File: src/rtl/cacode_correlator.sv
// rtl/cacode_correlator.sv - GPS C/A code despreader with serial code-phase search
//
// Correlates hard-decision received chips against a locally generated 1023-chip
// Gold code, integrates one code period at a time and slips the local code by one
// chip after every period whose |sum| stays below THRESH.
//
// Ports:
//   clk, rst            clock, asynchronous active-high reset
//   start, abort        begin a search (prn_num latched) / return to IDLE
//   prn_num[5:0]        satellite PRN 1..37
//   rx_chip, rx_valid   received chip stream, one chip per valid cycle
//   corr_out[10:0]      signed period sum, with corr_valid pulse
//   locked, fail, busy  status decoded from the search state
//   code_phase[9:0]     chips slipped so far, updated at each period end
module cacode_correlator #(
    parameter int THRESH     = 512,
    parameter int MAX_PHASES = 1023
) (
    input  logic        clk,
    input  logic        rst,
    input  logic        start,
    input  logic        abort,
    input  logic [5:0]  prn_num,
    input  logic        rx_chip,
    input  logic        rx_valid,
    output logic [10:0] corr_out,
    output logic        corr_valid,
    output logic        locked,
    output logic [9:0]  code_phase,
    output logic        fail,
    output logic        busy
);

    typedef enum logic [2:0] {S_IDLE, S_ACCUM, S_SLIP, S_LOCKED, S_FAIL} state_t;

    state_t             state, state_next;
    logic [10:1]        g1, g2;
    logic [3:0]         tap_a, tap_b;
    logic signed [10:0] acc;
    logic [9:0]         chip_cnt;
    logic [9:0]         phase;

    logic [7:0]         sel;
    logic               prn_ok;
    logic               local_chip;
    logic signed [10:0] sum;
    logic [10:0]        abs_sum;
    logic               hit, last_phase;
    logic               can_start, start_go, chip_step, period_end;

    // G2 phase-selector tap pairs, packed as {tap_a, tap_b}; 4'ha means tap 10.
    always_comb begin
        sel    = 8'h12;
        prn_ok = 1'b1;
        case (prn_num)
            6'd1:  sel = 8'h26;  6'd2:  sel = 8'h37;  6'd3:  sel = 8'h48;  6'd4:  sel = 8'h59;
            6'd5:  sel = 8'h19;  6'd6:  sel = 8'h2a;  6'd7:  sel = 8'h18;  6'd8:  sel = 8'h29;
            6'd9:  sel = 8'h3a;  6'd10: sel = 8'h23;  6'd11: sel = 8'h34;  6'd12: sel = 8'h56;
            6'd13: sel = 8'h67;  6'd14: sel = 8'h78;  6'd15: sel = 8'h89;  6'd16: sel = 8'h9a;
            6'd17: sel = 8'h14;  6'd18: sel = 8'h25;  6'd19: sel = 8'h36;  6'd20: sel = 8'h47;
            6'd21: sel = 8'h58;  6'd22: sel = 8'h69;  6'd23: sel = 8'h13;  6'd24: sel = 8'h46;
            6'd25: sel = 8'h57;  6'd26: sel = 8'h68;  6'd27: sel = 8'h79;  6'd28: sel = 8'h8a;
            6'd29: sel = 8'h16;  6'd30: sel = 8'h27;  6'd31: sel = 8'h38;  6'd32: sel = 8'h49;
            6'd33: sel = 8'h5a;  6'd34: sel = 8'h4a;  6'd35: sel = 8'h17;  6'd36: sel = 8'h28;
            6'd37: sel = 8'h4a;
            default: prn_ok = 1'b0;
        endcase
    end

    assign local_chip = g1[10] ^ g2[tap_a] ^ g2[tap_b];
    assign sum        = (rx_chip == local_chip) ? acc + 11'sd1 : acc - 11'sd1;
    assign abs_sum    = sum[10] ? 11'(-sum) : 11'(sum);
    assign hit        = abs_sum >= 11'(THRESH);
    assign last_phase = phase == 10'(MAX_PHASES - 1);

    assign can_start  = (state == S_IDLE) || (state == S_LOCKED) || (state == S_FAIL);
    assign start_go   = start && can_start;
    assign chip_step  = rx_valid && ((state == S_ACCUM) || (state == S_LOCKED));
    assign period_end = chip_step && (chip_cnt == 10'd1022);

    assign locked = state == S_LOCKED;
    assign fail   = state == S_FAIL;
    assign busy   = (state == S_ACCUM) || (state == S_SLIP);

    always_ff @(posedge clk or posedge rst) begin
        if (rst) state <= S_IDLE;
        else     state <= state_next;
    end

    always_comb begin
        state_next = state;
        if (abort) begin
            state_next = S_IDLE;
        end else if (start_go) begin
            state_next = prn_ok ? S_ACCUM : S_FAIL;
        end else if (period_end) begin
            if (hit)             state_next = S_LOCKED;
            else if (last_phase) state_next = S_FAIL;
            else                 state_next = S_SLIP;
        end else if (state == S_SLIP && rx_valid) begin
            state_next = S_ACCUM;
        end
    end

    always_ff @(posedge clk or posedge rst) begin
        if (rst) begin
            g1         <= '1;
            g2         <= '1;
            tap_a      <= 4'd1;
            tap_b      <= 4'd2;
            acc        <= '0;
            chip_cnt   <= '0;
            phase      <= '0;
            corr_out   <= '0;
            corr_valid <= 1'b0;
            code_phase <= '0;
        end else begin
            corr_valid <= 1'b0;
            if (abort) begin
                g1         <= '1;
                g2         <= '1;
                acc        <= '0;
                chip_cnt   <= '0;
                phase      <= '0;
                corr_out   <= '0;
                code_phase <= '0;
            end else if (start_go) begin
                if (prn_ok) begin
                    tap_a      <= sel[7:4];
                    tap_b      <= sel[3:0];
                    g1         <= '1;
                    g2         <= '1;
                    acc        <= '0;
                    chip_cnt   <= '0;
                    phase      <= '0;
                    code_phase <= '0;
                end
            end else if (chip_step) begin
                g1 <= {g1[9:1], g1[3] ^ g1[10]};
                g2 <= {g2[9:1], g2[2] ^ g2[3] ^ g2[6] ^ g2[8] ^ g2[9] ^ g2[10]};
                if (period_end) begin
                    // LFSRs wrap back to all-ones here, so the next period restarts the code.
                    acc        <= '0;
                    chip_cnt   <= '0;
                    corr_out   <= sum;
                    corr_valid <= 1'b1;
                    code_phase <= phase;
                end else begin
                    acc      <= sum;
                    chip_cnt <= chip_cnt + 10'd1;
                end
            end else if (state == S_SLIP && rx_valid) begin
                // Dropping one received chip while the code is held delays the local code by one chip.
                phase <= phase + 10'd1;
            end
        end
    end

endmodule

File: config.mk
export PLATFORM = sky130hd
export DESIGN_NAME = cacode_correlator
export DESIGN_NICKNAME = d
export VERILOG_FILES = /design/src/rtl/cacode_correlator.sv
export SDC_FILE = /design/constraint.sdc
export NUM_CORES = 1
export LEC_CHECK = 0
export BUFFER_PORTS_ARGS = -buffer_cell sky130_fd_sc_hd__buf_2
export CAP_MARGIN = 25
export CORE_MARGIN = 2
export CORE_UTILIZATION = 35
export CTS_CLUSTER_SIZE = 25
export DETAILED_ROUTE_END_ITERATION = 8
export HOLD_SLACK_MARGIN = 0.1
export PLACE_DENSITY_LB_ADDON = 0.08
export SKIP_LAST_GASP = 1
export SLEW_MARGIN = 15
export SYNTH_ARGS = -nofsm -noshare
export SYNTH_HDL_FRONTEND = slang
export SYNTH_SLANG_ARGS = --single-unit
File: constraint.sdc
create_clock -name clk -period 5.2 [get_ports clk]
set_clock_uncertainty 0.1 [all_clocks]
set_input_delay 0.78 -clock clk [delete_from_list [all_inputs] [get_ports clk]]
set_output_delay 0.78 -clock clk [all_outputs]
set_load 0.05 [all_outputs]
==> metrics <==
WP data arrival=4.79 ns; ANT nets after route=0; row count=43; CP max-delay cell=dfstp_2; DRC Markers=0; clk root buf=clkbuf_16; PortBufs=36; post_cts resized=0; Avg Vias per Cell=5.35; Vias=4183; Initial DRC Count=298; DIE HEIGHT=124 um; Power Dens Cells=460 nW/um^2; max-slew violation count=0; Final min period=4.66 ns; async set-or-reset flop fraction in the synthesized netlist=100%; Mapped Area=5010 um^2; RSZ-0062 raised after global routing=false; P_leak=2.48 nW; Clock H-tree levels=3; status=completed; Clock Sink Count=84; GRT Util Overall=18.0%; total CTS buffers=9; Die W=124 um; Mean Syn Cell Area=8.68 um^2; r2r startpoint=tap_b[1]; R2R setup slack=0.54 ns; crit path max fanout=10; Die ar.=15300 um^2; Routed WL per cell=16.3 um; HPWL after DPL=8800 um; Yosys warning count=0; clk_lat worst skew=0.34 ns; number of synthesized flops with an enable pin=0; Tcrit/Tclk final=89.7%; largest area contributor in the netlist=dfrtp_1; CTS tree=built; Critical Path Sink=state[1]; Syn Nets=605; Post-Route WL=12700 um; busiest grt layer=met2; met3 GRT Util=3.48%; fmax=214 MHz; maximum vdd ir drop=0.167 mV; Worst setup startpoint=tap_b[1]; r2r endpoint=state[1]; Cells after Synth=577; nets@finish=625; Min-Delay Path Class=in -> async; Reg clk slew, reported paths=0.06 ns; post-synthesis cell type count=63; Max-slew headroom=34.9%; Critical Path Sink Type=register; Core Area=13900 um^2; peak per-stage delay on the critical path=0.60 ns; count leader, synth=nor2_1; global route total overflow=0; R2R depth=14; Pre-antenna DRT Iters=4; number of global-route vias before repair=4117; top cells by count, synth=nor2_1 (94), nand2_1 (74), dfrtp_1 (62); Area Growth Syn to Fin=13.0%; io pins=37; GR Util met2=29.0%; register bit total from synthesis=84; register area share after synthesis=42.5%; hold_ws=0.238 ns; # diodes=0; setup bufs post-CTS=0; share of cells above drive strength 1=15.8%; Post-CTS Hold Buffers=0; Max Cap Viol=0; measured slew at the worst slew-check pin=0.972 ns; initial antenna violation count=0; setup_tns=0 ns; clk buf depth=2; grt met1 use=24.0%; first-pass GRT wire length=21200 um; Startpoint Class=register; largest net degree at the start of global routing=54; Synth area leaders=dfrtp_1 (31%), dfstp_2 (12%), nor2_1 (7.0%), nand2_1 (5.5%), a21oi_1 (4.0%); Top FF cell, synth=dfrtp_1; global placer's final weighted congestion=0.841; area share of the largest cell type after synthesis=31.0%; critical path, cell by cell=mux2i_1 > mux4_2 > o21ai_2 > xnor3_2 > inv_1 > ha_1 > nor2_1 > a311o_1 > o21ai_1 > xor2_1 > or4bb_1 > o211ai_1 > nor4b_4 > o21ai_0; Setup-failing EPs final=0; Final Hold Fails=0; Worst Path Required=5.32 ns; Initial Util=36.0%; Crit Path Category=reg -> reg
==> worst min-delay path by stage <==
stage             startpoint             to  slack (ns)  depth (start not counted)
2_1_floorplan         acc[4]         acc[4]        0.35                          2
5_1_grt                  rst         acc[4]        0.25                          2
3_5_place_dp   code_phase[3]  code_phase[3]        0.35                          2
3_3_place_gp   code_phase[3]  code_phase[3]        0.35                          2
4_1_cts        code_phase[3]  code_phase[3]        0.37                          2
6_report                 rst         acc[4]        0.24                          2
==> power breakdown <==
part           switching (mW)  total, mW  internal (mW)
logic                   0.688       1.14          0.449
registers              0.0553      0.770          0.715
clock network           0.262      0.695          0.434
==> logic make-up (layout without fill, tap and decap cells) <==
| kind of cell | after synthesis | after routing | share of synthesized area [%] |
|---|---|---|---|
| AOI/OAI and AO/OA | 132 | 132 | 17.1 |
| xor gates and xnor gates | 30 | 30 | 6.07 |
| adders and majority gates | 16 | 16 | 4.14 |
| buffers and inverters | 50 | 75 | 3.89 |
| DFF | 84 | 84 | 42.5 |
| muxes | 11 | 11 | 3.10 |
| and+or+nand+nor | 254 | 254 | 23.2 |
==> cell type report <==
class / instances / area, um^2
clock buffers: 12 / 246
clock inverters: 4 / 72.6
fillers: 1414 / 8270
inverters: 18 / 68.8
multi-input cells: 443 / 2690
flip-flops and latches: 84 / 2130
well taps: 180 / 225
repair buffers: 41 / 230
==> cell usage in the layout (no fill, tap or decap), types with 5 or more instances in the layout <==
| cell type | instances |
|---|---|
| nor2_1 | 93 |
| nand2_1 | 74 |
| dfrtp_1 | 62 |
| a21oi_1 | 40 |
| buf_2 | 36 |
| o21ai_0 | 26 |
| nand3_1 | 25 |
| dfstp_2 | 22 |
| nor3_1 | 18 |
| xor2_1 | 16 |
| ha_1 | 15 |
| inv_1 | 14 |
| xnor2_1 | 11 |
| a22o_1 | 9 |
| clkbuf_16 | 9 |
| nand4_1 | 8 |
| o31ai_1 | 8 |
| o21a_1 | 7 |
| or3_1 | 6 |
| o22ai_1 | 6 |
| nand3b_1 | 5 |
| nand2b_1 | 5 |
| mux2i_1 | 5 |
==> through the flow <==
| stage | worst slack (ns) | power [mW] | instance area [um^2] | utilization (%) | instances |
|---|---|---|---|---|---|
| finish | 0.537 | 2.60 | 5660 | 40.6 | 782 |
| global route | 0.268 | 2.81 | 5660 | 40.6 | 782 |
| CTS | 0.567 | 2.63 | 5640 | 40.5 | 781 |
| detailed placement | 0.573 | 1.92 | 5320 | 38.2 | 765 |
| global placement | 0.632 | 1.92 | 5320 | 38.2 | 765 |
| floorplan | 0.922 | 1.66 | 5010 | - | 577 |
==> state kept, by name, summed over array words and instances (netlist names) <==
register    flops
tap_a           4
code_phase     10
tap_b           4
corr_valid      1
chip_cnt       10
acc            11
g1             10
g2             10
state           3
corr_out       11
phase          10
==> routing by layer <==
| metal | part of all wire, % | routed length, um | vias to the layer above |
|---|---|---|---|
| met5 | 0 | 0 | - |
| li1 | - | - | 2065 |
| met4 | 1.5 | 196 | 0 |
| met3 | 4.5 | 575 | 13 |
| met1 | 47 | 6000 | 2013 |
| met2 | 47 | 5960 | 92 |
==> critical path: cells and delay by family (launching register included) <==
family / cells / cell delay [ns]
AO/OA/AOI/OAI: 5 / 1.01
AND/OR/NAND/NOR: 3 / 0.92
XOR/XNOR: 2 / 0.64
flip-flops: 1 / 0.60
multiplexers: 2 / 0.57
adder cells (fa/ha/maj): 1 / 0.39
buffers and inverters: 1 / 0.33
Power figures use the tool's default switching activity.
